`src/rtl/vga_game_pkg.sv`:
```
`default_nettype none
// ============================================================================
// Module      : vga_game_pkg
// Description : Shared defaults, register map and display modes for the
//               VGA scoreboard game controller.
// Revision    : 1.0
// ============================================================================
package vga_game_pkg;

    localparam int c_DEF_NUM_PLAYERS = 2;
    localparam int c_DEF_SCORE_W     = 8;
    localparam int c_DEF_NUM_BUTTONS = 3;
    localparam int c_DEF_DEB_BITS    = 16;
    localparam int c_DEF_CLK_DIV     = 4;
    localparam int c_DEF_H_ACT       = 640;
    localparam int c_DEF_H_FP        = 16;
    localparam int c_DEF_H_SYNC      = 96;
    localparam int c_DEF_H_BP        = 48;
    localparam int c_DEF_V_ACT       = 480;
    localparam int c_DEF_V_FP        = 10;
    localparam int c_DEF_V_SYNC      = 2;
    localparam int c_DEF_V_BP        = 33;
    localparam int c_DEF_FLASH_BIT   = 4;

    localparam logic [11:0] c_OFF_BTN_LEVEL = 12'h000;
    localparam logic [11:0] c_OFF_BTN_EVENT = 12'h004;
    localparam logic [11:0] c_OFF_IRQ_EN    = 12'h008;
    localparam logic [11:0] c_OFF_CTRL      = 12'h00C;
    localparam logic [11:0] c_OFF_ACTIVE    = 12'h010;
    localparam logic [11:0] c_OFF_WINNER    = 12'h014;
    localparam logic [11:0] c_OFF_FRAME     = 12'h018;

    typedef enum logic [1:0] {
        MODE_SCORE  = 2'd0,
        MODE_WINNER = 2'd1,
        MODE_BLANK  = 2'd2
    } mode_e;

    function automatic int f_total(input int a, input int b, input int c, input int d);
        return a + b + c + d;
    endfunction

    localparam int c_DEF_H_TOT = f_total(c_DEF_H_ACT, c_DEF_H_FP, c_DEF_H_SYNC, c_DEF_H_BP);
    localparam int c_DEF_V_TOT = f_total(c_DEF_V_ACT, c_DEF_V_FP, c_DEF_V_SYNC, c_DEF_V_BP);

endpackage
`default_nettype wire

```
`src/rtl/btn_debounce_sync.sv`:
```
`default_nettype none
// ============================================================================
// Module      : btn_debounce_sync
// Description : Two-flop synchroniser plus stability counter for one
//               active-low button; rise pulses on the released->pressed edge.
// Revision    : 1.0
// ============================================================================
module btn_debounce_sync #(
    parameter int DEB_BITS = 16
) (
    input  logic PCLK,
    input  logic PRESERN,
    input  logic btn_n,
    output logic level,
    output logic rise
);

    logic [1:0]          r_sync;
    logic [DEB_BITS-1:0] r_cnt;
    logic                r_level;
    logic                w_synced;
    logic                w_flip;

    assign w_synced = r_sync[1];
    assign w_flip   = (w_synced != r_level) && (&r_cnt);

    always_ff @(posedge PCLK or negedge PRESERN) begin
        if (!PRESERN) begin
            r_sync  <= 2'b00;
            r_cnt   <= '0;
            r_level <= 1'b0;
        end else begin
            r_sync <= {r_sync[0], ~btn_n};
            if ((w_synced == r_level) || w_flip) begin
                r_cnt <= '0;
            end else begin
                r_cnt <= r_cnt + 1'b1;
            end
            if (w_flip) begin
                r_level <= ~r_level;
            end
        end
    end

    assign level = r_level;
    assign rise  = w_flip & ~r_level;

endmodule
`default_nettype wire

```
`src/rtl/apb_vga_game_ctrl.sv`:
```
`default_nettype none
// ============================================================================
// Module      : apb_vga_game_ctrl
// Description : APB3 game-state registers, debounced buttons with IRQ, and
//               VGA timing/pixel coordinates for the scoreboard renderer.
// Revision    : 1.0
// ============================================================================
module apb_vga_game_ctrl
    import vga_game_pkg::*;
#(
    parameter int NUM_PLAYERS = c_DEF_NUM_PLAYERS,
    parameter int SCORE_W     = c_DEF_SCORE_W,
    parameter int NUM_BUTTONS = c_DEF_NUM_BUTTONS,
    parameter int DEB_BITS    = c_DEF_DEB_BITS,
    parameter int CLK_DIV     = c_DEF_CLK_DIV,
    parameter int H_ACT       = c_DEF_H_ACT,
    parameter int H_FP        = c_DEF_H_FP,
    parameter int H_SYNC      = c_DEF_H_SYNC,
    parameter int H_BP        = c_DEF_H_BP,
    parameter int V_ACT       = c_DEF_V_ACT,
    parameter int V_FP        = c_DEF_V_FP,
    parameter int V_SYNC      = c_DEF_V_SYNC,
    parameter int V_BP        = c_DEF_V_BP,
    parameter int FLASH_BIT   = c_DEF_FLASH_BIT
) (
    input  logic                           PCLK,
    input  logic                           PRESERN,
    input  logic                           PSEL,
    input  logic                           PENABLE,
    input  logic                           PWRITE,
    input  logic [31:0]                    PADDR,
    input  logic [31:0]                    PWDATA,
    output logic [31:0]                    PRDATA,
    output logic                           PREADY,
    output logic                           PSLVERR,
    input  logic [NUM_BUTTONS-1:0]         btn_n,
    output logic                           irq,
    output logic                           hsync,
    output logic                           vsync,
    output logic                           pix_valid,
    output logic [9:0]                     pix_x,
    output logic [9:0]                     pix_y,
    output logic                           pix_ce,
    output logic [NUM_PLAYERS*SCORE_W-1:0] score_bus,
    output logic [2:0]                     active_player,
    output logic [3:0]                     winner,
    output logic [1:0]                     mode,
    output logic                           flash
);

    localparam int c_H_TOT = f_total(H_ACT, H_FP, H_SYNC, H_BP);
    localparam int c_V_TOT = f_total(V_ACT, V_FP, V_SYNC, V_BP);
    localparam int c_HW    = $clog2(c_H_TOT);
    localparam int c_VW    = $clog2(c_V_TOT);
    localparam int c_DW    = $clog2(CLK_DIV);

    localparam logic [c_DW-1:0] c_DIV_LAST = c_DW'(CLK_DIV - 1);
    localparam logic [c_HW-1:0] c_H_LAST   = c_HW'(c_H_TOT - 1);
    localparam logic [c_HW-1:0] c_H_ACT_W  = c_HW'(H_ACT);
    localparam logic [c_HW-1:0] c_HS_START = c_HW'(H_ACT + H_FP);
    localparam logic [c_HW-1:0] c_HS_END   = c_HW'(H_ACT + H_FP + H_SYNC);
    localparam logic [c_VW-1:0] c_V_LAST   = c_VW'(c_V_TOT - 1);
    localparam logic [c_VW-1:0] c_V_ACT_W  = c_VW'(V_ACT);
    localparam logic [c_VW-1:0] c_VS_START = c_VW'(V_ACT + V_FP);
    localparam logic [c_VW-1:0] c_VS_END   = c_VW'(V_ACT + V_FP + V_SYNC);

    logic [NUM_BUTTONS-1:0] w_level;
    logic [NUM_BUTTONS-1:0] w_rise;
    logic [NUM_BUTTONS-1:0] w_ev_clr;
    logic [NUM_BUTTONS-1:0] r_btn_event;
    logic [NUM_BUTTONS-1:0] r_irq_en;
    logic [1:0]             r_mode;
    logic [2:0]             r_active;
    logic [3:0]             r_winner;
    logic [SCORE_W-1:0]     r_score [NUM_PLAYERS];
    logic [SCORE_W-1:0]     w_score_rd;
    logic [15:0]            r_frame;
    logic [c_DW-1:0]        r_div;
    logic [c_HW-1:0]        r_h;
    logic [c_VW-1:0]        r_v;
    logic [11:0]            w_off;
    logic [5:0]             w_idx;
    logic                   w_is_score;
    logic                   w_mapped;
    logic                   w_ro;
    logic                   w_access;
    logic                   w_err;
    logic                   w_wr;
    logic                   w_unused_addr;

    for (genvar g = 0; g < NUM_BUTTONS; g++) begin : g_btn
        btn_debounce_sync #(
            .DEB_BITS (DEB_BITS)
        ) u_deb (
            .PCLK    (PCLK),
            .PRESERN (PRESERN),
            .btn_n   (btn_n[g]),
            .level   (w_level[g]),
            .rise    (w_rise[g])
        );
    end

    assign w_off         = PADDR[11:0];
    assign w_idx         = PADDR[7:2];
    assign w_unused_addr = &{1'b0, PADDR[31:12]};

    always_comb begin
        w_is_score = (w_off[11:8] == 4'h1) && (w_off[1:0] == 2'b00) &&
                     (w_idx < 6'(NUM_PLAYERS));
        w_mapped   = w_is_score;
        w_ro       = 1'b0;
        case (w_off)
            c_OFF_BTN_LEVEL, c_OFF_FRAME: begin
                w_mapped = 1'b1;
                w_ro     = 1'b1;
            end
            c_OFF_BTN_EVENT, c_OFF_IRQ_EN, c_OFF_CTRL, c_OFF_ACTIVE, c_OFF_WINNER: begin
                w_mapped = 1'b1;
            end
            default: ;
        endcase
    end

    // Any rejected access leaves every register untouched.
    assign w_access = PSEL & PENABLE;
    assign w_err    = w_access & (~w_mapped | (PWRITE & (w_ro |
                      ((w_off == c_OFF_WINNER) && (PWDATA > 32'(NUM_PLAYERS))))));
    assign w_wr     = w_access & PWRITE & ~w_err;
    assign w_ev_clr = (w_wr && (w_off == c_OFF_BTN_EVENT)) ? PWDATA[NUM_BUTTONS-1:0] : '0;

    always_ff @(posedge PCLK or negedge PRESERN) begin
        if (!PRESERN) begin
            r_btn_event <= '0;
            r_irq_en    <= '0;
            r_mode      <= MODE_SCORE;
            r_active    <= 3'd0;
            r_winner    <= 4'd0;
            for (int i = 0; i < NUM_PLAYERS; i++) begin
                r_score[i] <= '0;
            end
        end else begin
            // A press landing on the same edge as its W1C wins.
            r_btn_event <= (r_btn_event & ~w_ev_clr) | w_rise;
            if (w_wr) begin
                case (w_off)
                    c_OFF_IRQ_EN: r_irq_en <= PWDATA[NUM_BUTTONS-1:0];
                    c_OFF_CTRL:   r_mode   <= PWDATA[1:0];
                    c_OFF_ACTIVE: r_active <= 3'(PWDATA % 32'(NUM_PLAYERS));
                    c_OFF_WINNER: begin
                        r_winner <= PWDATA[3:0];
                        if ((PWDATA != 32'd0) && (r_mode == MODE_SCORE)) begin
                            r_mode <= MODE_WINNER;
                        end
                    end
                    default: ;
                endcase
                for (int i = 0; i < NUM_PLAYERS; i++) begin
                    if (w_is_score && (w_idx == 6'(i))) begin
                        r_score[i] <= PWDATA[SCORE_W-1:0];
                    end
                end
            end
        end
    end

    always_comb begin
        PRDATA     = '0;
        w_score_rd = '0;
        for (int i = 0; i < NUM_PLAYERS; i++) begin
            if (w_is_score && (w_idx == 6'(i))) begin
                w_score_rd = r_score[i];
            end
        end
        if (PSEL && !PWRITE) begin
            case (w_off)
                c_OFF_BTN_LEVEL: PRDATA = 32'(w_level);
                c_OFF_BTN_EVENT: PRDATA = 32'(r_btn_event);
                c_OFF_IRQ_EN:    PRDATA = 32'(r_irq_en);
                c_OFF_CTRL:      PRDATA = 32'(r_mode);
                c_OFF_ACTIVE:    PRDATA = 32'(r_active);
                c_OFF_WINNER:    PRDATA = 32'(r_winner);
                c_OFF_FRAME:     PRDATA = 32'(r_frame);
                default:         PRDATA = w_is_score ? 32'(w_score_rd) : 32'd0;
            endcase
        end
    end

    assign pix_ce = (r_div == '0);

    // Sync/coordinate outputs capture the pre-increment counters, one pixel behind.
    always_ff @(posedge PCLK or negedge PRESERN) begin
        if (!PRESERN) begin
            r_div     <= '0;
            r_h       <= '0;
            r_v       <= '0;
            r_frame   <= 16'd0;
            hsync     <= 1'b1;
            vsync     <= 1'b1;
            pix_valid <= 1'b0;
            pix_x     <= 10'd0;
            pix_y     <= 10'd0;
        end else begin
            r_div <= (r_div == c_DIV_LAST) ? '0 : r_div + 1'b1;
            if (pix_ce) begin
                hsync     <= !((r_h >= c_HS_START) && (r_h < c_HS_END));
                vsync     <= !((r_v >= c_VS_START) && (r_v < c_VS_END));
                pix_valid <= (r_h < c_H_ACT_W) && (r_v < c_V_ACT_W) && (r_mode != MODE_BLANK);
                pix_x     <= 10'(r_h);
                pix_y     <= 10'(r_v);
                if (r_h == c_H_LAST) begin
                    r_h <= '0;
                    if (r_v == c_V_LAST) begin
                        r_v     <= '0;
                        r_frame <= r_frame + 16'd1;
                    end else begin
                        r_v <= r_v + 1'b1;
                    end
                end else begin
                    r_h <= r_h + 1'b1;
                end
            end
        end
    end

    for (genvar g = 0; g < NUM_PLAYERS; g++) begin : g_score
        assign score_bus[g*SCORE_W +: SCORE_W] = r_score[g];
    end

    assign PREADY        = 1'b1;
    assign PSLVERR       = w_err;
    assign irq           = |(r_btn_event & r_irq_en);
    assign active_player = r_active;
    assign winner        = r_winner;
    assign mode          = r_mode;
    assign flash         = r_frame[FLASH_BIT];

endmodule
`default_nettype wire
```
`config.mk`:
```
export PLATFORM = sky130hd
export DESIGN_NAME = apb_vga_game_ctrl
export DESIGN_NICKNAME = d
export VERILOG_FILES = /design/src/rtl/vga_game_pkg.sv /design/src/rtl/btn_debounce_sync.sv /design/src/rtl/apb_vga_game_ctrl.sv
export SDC_FILE = /design/constraint.sdc
export NUM_CORES = 1
export LEC_CHECK = 0
export ABC_CLOCK_PERIOD_IN_PS = 2200
export BUFFER_PORTS_ARGS = -buffer_cell sky130_fd_sc_hd__buf_4
export CORE_AREA = 4 4 136 236
export CTS_BUF_LIST = sky130_fd_sc_hd__clkbuf_8
export DETAILED_ROUTE_END_ITERATION = 12
export DIE_AREA = 0 0 140 240
export HOLD_SLACK_MARGIN = 0.12
export RECOVER_POWER = 100
export SLEW_MARGIN = 20
export SYNTH_ARGS = -nofsm -noshare
export SYNTH_HDL_FRONTEND = slang
export SYNTH_HIERARCHICAL = 1
export SYNTH_SLANG_ARGS = --single-unit
```
`constraint.sdc`:
```
create_clock -name PCLK -period 2.2 [get_ports PCLK]
set_clock_uncertainty 0.1 [all_clocks]
set_input_delay 0.11 -clock PCLK [delete_from_list [all_inputs] [get_ports PCLK]]
set_output_delay 0.11 -clock PCLK [all_outputs]
set_load 0.005 [all_outputs]
```
* After elaboration in Yosys (flattened, before gate mapping)
Index checks and enable logic that the tools add are counted.
** Storage, ports and cells
- Register bits after elaboration :: 147
- Output and inout bits :: 85
** Operators by class
- Reductions and logical operators :: 42
- Bitwise logic cells :: 22
- Add/subtract/negate cells :: 7
- Equal/unequal tests :: 19
- Magnitude comparators :: 8
- Muxes and demuxes :: 16
** Operators with widths (number)
- one-hot mux 16 bit (7 select lines) :: 1
- adder 16 x 1 -> 16 bit (second input constant) :: 4
- two-way mux 16 bit :: 4
- AND reduction 16 bit :: 3
- equality test 12 x 5 -> 1 bit (second input constant) :: 3
- > comparator 32 x 2 -> 1 bit (second input constant) :: 1
- nonzero test 32 bit :: 1
- equality test 12 x 4 -> 1 bit (second input constant) :: 2
- two-way mux 8 bit :: 3
- adder 10 x 1 -> 10 bit (second input constant) :: 2
- equality test 10 bit (second input constant) :: 2
- less-than comparator 10 bit (second input constant) :: 2
- less-than comparator 10 x 9 -> 1 bit (second input constant) :: 2
- two-way mux 10 bit :: 2
- logical AND 1 bit :: 15
- equality test 12 x 3 -> 1 bit (second input constant) :: 1
- zero test 12 bit :: 1
- AND reduction 2 bit :: 6
- >= comparator 10 bit (second input constant) :: 1
- >= comparator 10 x 9 -> 1 bit (second input constant) :: 1
- bitwise AND 1 bit :: 8
- inverter 1 bit :: 8
- OR reduction 7 bit :: 1
- bitwise AND 3 bit :: 2
- 24 further kinds :: 38

* Longest topological paths before layout
- Word-level depth :: 14
- Gate-level depth with buffers :: 10
- Depth with buffers taken out :: 8

* Cells and area by module
Netlist, hierarchy kept.
** Modules (own cells, without submodules)
- apb_vga_game_ctrl :: area each 4735.8 um^2, cells an instance 440, times used 1
- btn_debounce_sync :: area each 915.9 um^2, cells an instance 85, times used 3

* Worst setup path after synthesis
No wires, ideal clock.
- Kind :: reg-to-reg
- Start :: register r_div[0]
- End :: register r_frame[11]
- Arrival time :: 2.154 ns
- Period minus slack after synthesis :: 2.378 ns
- Buffers on the path :: 2
- Setup time :: 0.124 ns
- Stages on the path, launching flop included :: 11
- Slack :: -0.178 ns
- Data required time :: 1.976 ns
- Path through :: dfrtp_1 inv_1 ha_1 and4_1 clkbuf_1 and4_1 and2_1 buf_2 nand4_1 or3_1 xnor2_1
** On the way
- Word-level cells in the longest chain between the ends :: 2
** RTL lines
- start, declared :: line apb_vga_game_ctrl.sv:78 : logic [c_DW-1:0] r_div;
- start signal, assigned :: line apb_vga_game_ctrl.sv:203 : r_div <= (r_div == c_DIV_LAST) ? '0 : r_div + 1'b1;
- zero test 2 bit :: line apb_vga_game_ctrl.sv:188 : assign pix_ce = (r_div == '0);
- named net pix_ce :: line apb_vga_game_ctrl.sv:43 : output logic pix_ce,
- AND reduction 3 bit (no line)
- end signal, assigned :: line apb_vga_game_ctrl.sv:214 : r_frame <= r_frame + 16'd1;
- end, declared :: line apb_vga_game_ctrl.sv:77 : logic [15:0] r_frame;
The timed path passes the listed nets, and every way through them passes these cells.
A chain may end at the register's enable or synchronous reset.

* Worst setup path after layout
- Start :: register r_mode[1] (netlist: mode[1])
- End :: output PRDATA[1]
** On the way
- Word-level cells in the longest chain between the ends :: 2
** RTL lines
- start, declared :: line apb_vga_game_ctrl.sv:72 : logic [1:0] r_mode;
- start signal, assigned :: line apb_vga_game_ctrl.sv:147 : c_OFF_CTRL: r_mode <= PWDATA[1:0];
- one-hot mux 16 bit (7 select lines) :: line apb_vga_game_ctrl.sv:175 : case (w_off)
- two-way mux 16 bit :: line apb_vga_game_ctrl.sv:174 : if (PSEL && !PWRITE) begin
- end, declared :: line apb_vga_game_ctrl.sv:33 : output logic [31:0] PRDATA,
No other way between the ends.

==> metrics.yaml <==
detail_route.vias_per_cell: 4.561
powerDensity_mw_per_mm2: 512.9
drive_above_1_share_pct: 35.86
first_pass_grt_wire_length_microns: 31620
largest_net_degree_at_the_start_of_global_routing: 54
multiInputGateArea_sq_mm: 0.003719
dr.pass1.iters: 5
report.final.setup_viol: 1
cts.htree.levels: 4
route.vias.total: 5929
synth_cell_type_count: 59
hold_slack_ns: 0.1634
final_cell_area_sq_mm: 0.01001
num-nets-final: 982
globalplace.congestion: 0.8001
critical_path_arrival_ns: 2.04
library_cell_used_as_clock_root_buffer: "sky130_fd_sc_hd__clkbuf_8"
achievable-frequency_ghz: 0.4436
drv.max_cap_violation_count: 0
cpPeakStageDelay_ns: 0.53
timing.critical_path.to_type: "output port"
fin_crit_ns: 2.254
cts.sinks: 147
synthMostInstantiatedCell: "sky130_fd_sc_hd__dfrtp_1"
place_ws_ns: -0.1428
first_global_vias: 6155
avgRoutedWirePerCell_microns: 15.12
final_cell_count_no_fill: 1300
tritoncts: "done"
ys_seq_elements: 147
place_inst: 1248
netlist.top_cell.by_area: "sky130_fd_sc_hd__dfrtp_1"
port_buffers: 117
netlist_area_sq_mm: 0.007483
floorplan.rows: 84
clk-insertion-delay-late_ns: 0.46
core_area_sq_mm: 0.03006
first_iter_violations: 161
finalPower_w: 0.005133
synth_area_per_cell_sq_um: 10.77
finalCritPeriodShare_pct: 102.5
ys_async_sr_fraction_pct: 100.0
timing.setup.critical_path_class: "reg2out"
worstPathCellList: "mux4_2 > and3_4 > a221oi_4 > a21oi_2 > buf_4"
totalWireLength_microns: 19650
critPathBufInv: 1
p_leak_nw: 4.529
tightestPinTransition_ns: 1.316
cp_data_required_time_ns: 1.99
dpl-instance-area_sq_mm: 0.009298
worstSetupStartpointType: "register"
layout_overhead_on_the_synthesized_area_pct: 33.74
critical_path.top_delay_family: "multiplexers"
grt_setup_unrepaired: "yes"
cts_inserted_buffers: 17
clk_pin_slew_worst_paths_ns: 0.09
ys_seq_area_share_pct: 49.19
synth_edf_count: 0
drt.antenna.violating_nets: 0
detail_route.drc_violations: 0
synth_warnings: 6
post-route-worst-setup-slack_ns: -0.05405
synth_area_leaders: "sky130_fd_sc_hd__dfrtp_1 48%, sky130_fd_sc_hd__mux2_2 7.4%, sky130_fd_sc_hd__xnor2_1 4.3%, sky130_fd_sc_hd__nor2_1 3.8%, sky130_fd_sc_hd__xor2_1 3.3%"
final_hold_violating_endpoints: 0
timing.max_slew.rel_slack_pct: 12.24
cp_slowest_cell: "sky130_fd_sc_hd__mux4_2"
dieWidth_microns: 140
hp-class: "in2reg"
die_height_microns: 240
grt_overflow_total: 0
clk_path_buf_depth: 2
post-synth-top-area-fraction_pct: 48.49
io_pins: 157
synth_ff_type: "sky130_fd_sc_hd__dfrtp_1"
grt.total_usage_pct: 11.74
run_status: "complete, but fails checks"
maximum_fanout_along_the_worst_path: 2
failed_checks: "negative setup slack"
initial_utilization_pct: 24.90
die_area_sq_mm: 0.03360
n_fill_cell: 3079
vdd_drop_max_mv: 0.3889
antenna_found_initial: 1
synthesis.instances: 695
dpl.hpwl_microns: 14940
sequential_area_sq_mm: 0.003682
final_max_slew_violation_count: 0
synth_common_cells: "145 x sky130_fd_sc_hd__dfrtp_1, 76 x sky130_fd_sc_hd__nor2_1, 49 x sky130_fd_sc_hd__mux2_2"
## placed cells by master (no fill, tap or decap), types with 4 or more instances in the layout
cell                            count
sky130_fd_sc_hd__ha_1              10
sky130_fd_sc_hd__nor3b_1            4
sky130_fd_sc_hd__and2_1            11
sky130_fd_sc_hd__nand4_1           34
sky130_fd_sc_hd__xnor2_1           37
sky130_fd_sc_hd__and3_2             7
sky130_fd_sc_hd__and4_4             5
sky130_fd_sc_hd__o21ai_0           23
sky130_fd_sc_hd__inv_1             22
sky130_fd_sc_hd__or3_4              4
sky130_fd_sc_hd__clkbuf_8          21
sky130_fd_sc_hd__clkbuf_4          40
sky130_fd_sc_hd__mux2i_1            5
sky130_fd_sc_hd__or3_1              7
sky130_fd_sc_hd__a21oi_1           13
sky130_fd_sc_hd__a22oi_1            4
sky130_fd_sc_hd__nor2_1            73
sky130_fd_sc_hd__nor2b_1            4
sky130_fd_sc_hd__nand2b_1          10
sky130_fd_sc_hd__nor3_1            11
sky130_fd_sc_hd__buf_4            133
sky130_fd_sc_hd__conb_1            19
sky130_fd_sc_hd__buf_6              5
sky130_fd_sc_hd__clkbuf_1           7
sky130_fd_sc_hd__dlygate4sd3_1     14
sky130_fd_sc_hd__dfrtp_1          144
sky130_fd_sc_hd__nand3_1           23
sky130_fd_sc_hd__nor4_1            13
sky130_fd_sc_hd__nand2_1           41
sky130_fd_sc_hd__buf_12             6
sky130_fd_sc_hd__mux2_2            49
sky130_fd_sc_hd__and3_1            10
sky130_fd_sc_hd__xor2_1            28
## worst reg2reg max path: stages, from the launching register on
cell                      delay [ns]
sky130_fd_sc_hd__dfrtp_1        0.40
sky130_fd_sc_hd__inv_1          0.09
sky130_fd_sc_hd__ha_4           0.13
sky130_fd_sc_hd__and4_4         0.22
sky130_fd_sc_hd__and4_4         0.25
sky130_fd_sc_hd__nand4_1        0.13
sky130_fd_sc_hd__or3_1          0.40
sky130_fd_sc_hd__nor2_1         0.15
sky130_fd_sc_hd__xor2_1         0.15
## sequential cells by signal (all words and copies together), names as in the netlist, 4 cells and up
name,count
winner,4
pix_y,10
r_v,10
g_btn.u_deb/r_sync,6
r_frame,16
g_btn.u_deb/r_cnt,48
r_h,10
score_bus,16
pix_x,10
## layer usage
metal / vias to the layer above / global-route usage [%] / part of all wire [%]
met5: - / 0 / 0
met4: 0 / 4.055 / 2.0
met3: 20 / 2.687 / 4.5
met2: 152 / 22.42 / 55
met1: 2931 / 12.56 / 39
li1: 2826 / - / -
## cell type report
class | instances | share of cell area (%)
inverter | 22 | 0.8251
timing repair buffer | 206 | 16.45
clock buffer | 21 | 2.888
multi-input combinational | 505 | 37.15
sequential | 147 | 36.79
clock inverter | 11 | 1.025
antenna | 1 | 0.02500
tap | 387 | 4.838
## worst paths after layout
path                                               startpoint                                 end  slack [ns]  cells after the start
setup reg to reg                           r_div[0]$_DFF_PN0_             r_frame[12]$_DFFE_PN0P_        0.10                      8
max in group asynchronous                             PRESERN                   vsync$_DFFE_PN1P_        0.19                      4
min in group asynchronous                             PRESERN  g_btn[0].u_deb/r_sync[0]$_DFF_PN0_        0.91                      3
setup / recovery                          mode[1]$_DFFE_PN0P_                           PRDATA[1]       -0.05                      5
hold / removal                                       PADDR[3]                 mode[0]$_DFFE_PN0P_        0.16                      5
hold reg to reg            g_btn[0].u_deb/r_sync[0]$_DFF_PN0_  g_btn[0].u_deb/r_sync[1]$_DFF_PN0_        0.25                      0
## where the power goes
| group | switching, W | internal (W) | leakage [nW] |
|---|---|---|---|
| Combinational | 0.000169 | 0.000146 | 2.34 |
| Sequential | 0.0000179 | 0.00272 | 1.99 |
| Clock | 0.00106 | 0.00102 | 0.200 |
## cells by family (layout without fill, tap and decap cells)
family                     Yosys count  count (layout)  share of synthesized area [%]
xor gates and xnor gates            65              65                          7.607
buffers and inverters               60             260                          4.180
muxes                               59              59                          9.246
DFF                                147             147                          49.19
AOI/OAI and AO/OA                   63              63                          6.036
and+or+nand+nor                    288             288                          21.80
other                                2              20                         0.1004
adders and majority gates           11              11                          1.839
## stage by stage
step	utilization [%]	setup TNS [ns]
floorplan	-	-0.7895
global placement	30.93	-2.534
detailed placement	30.93	-3.146
CTS	32.85	-0.09756
global route	33.30	-0.3885
finish	33.30	-0.05405
## repair_timing
item	4_1_cts	5_1_grt
hold endpoints to repair	175	0
pin swaps	2	14
gates resized for setup	7	28
buffers inserted	1	4
endpoints found under the setup margin	13	44
hold buffers	14	0
Power figures use the tool's default switching activity.
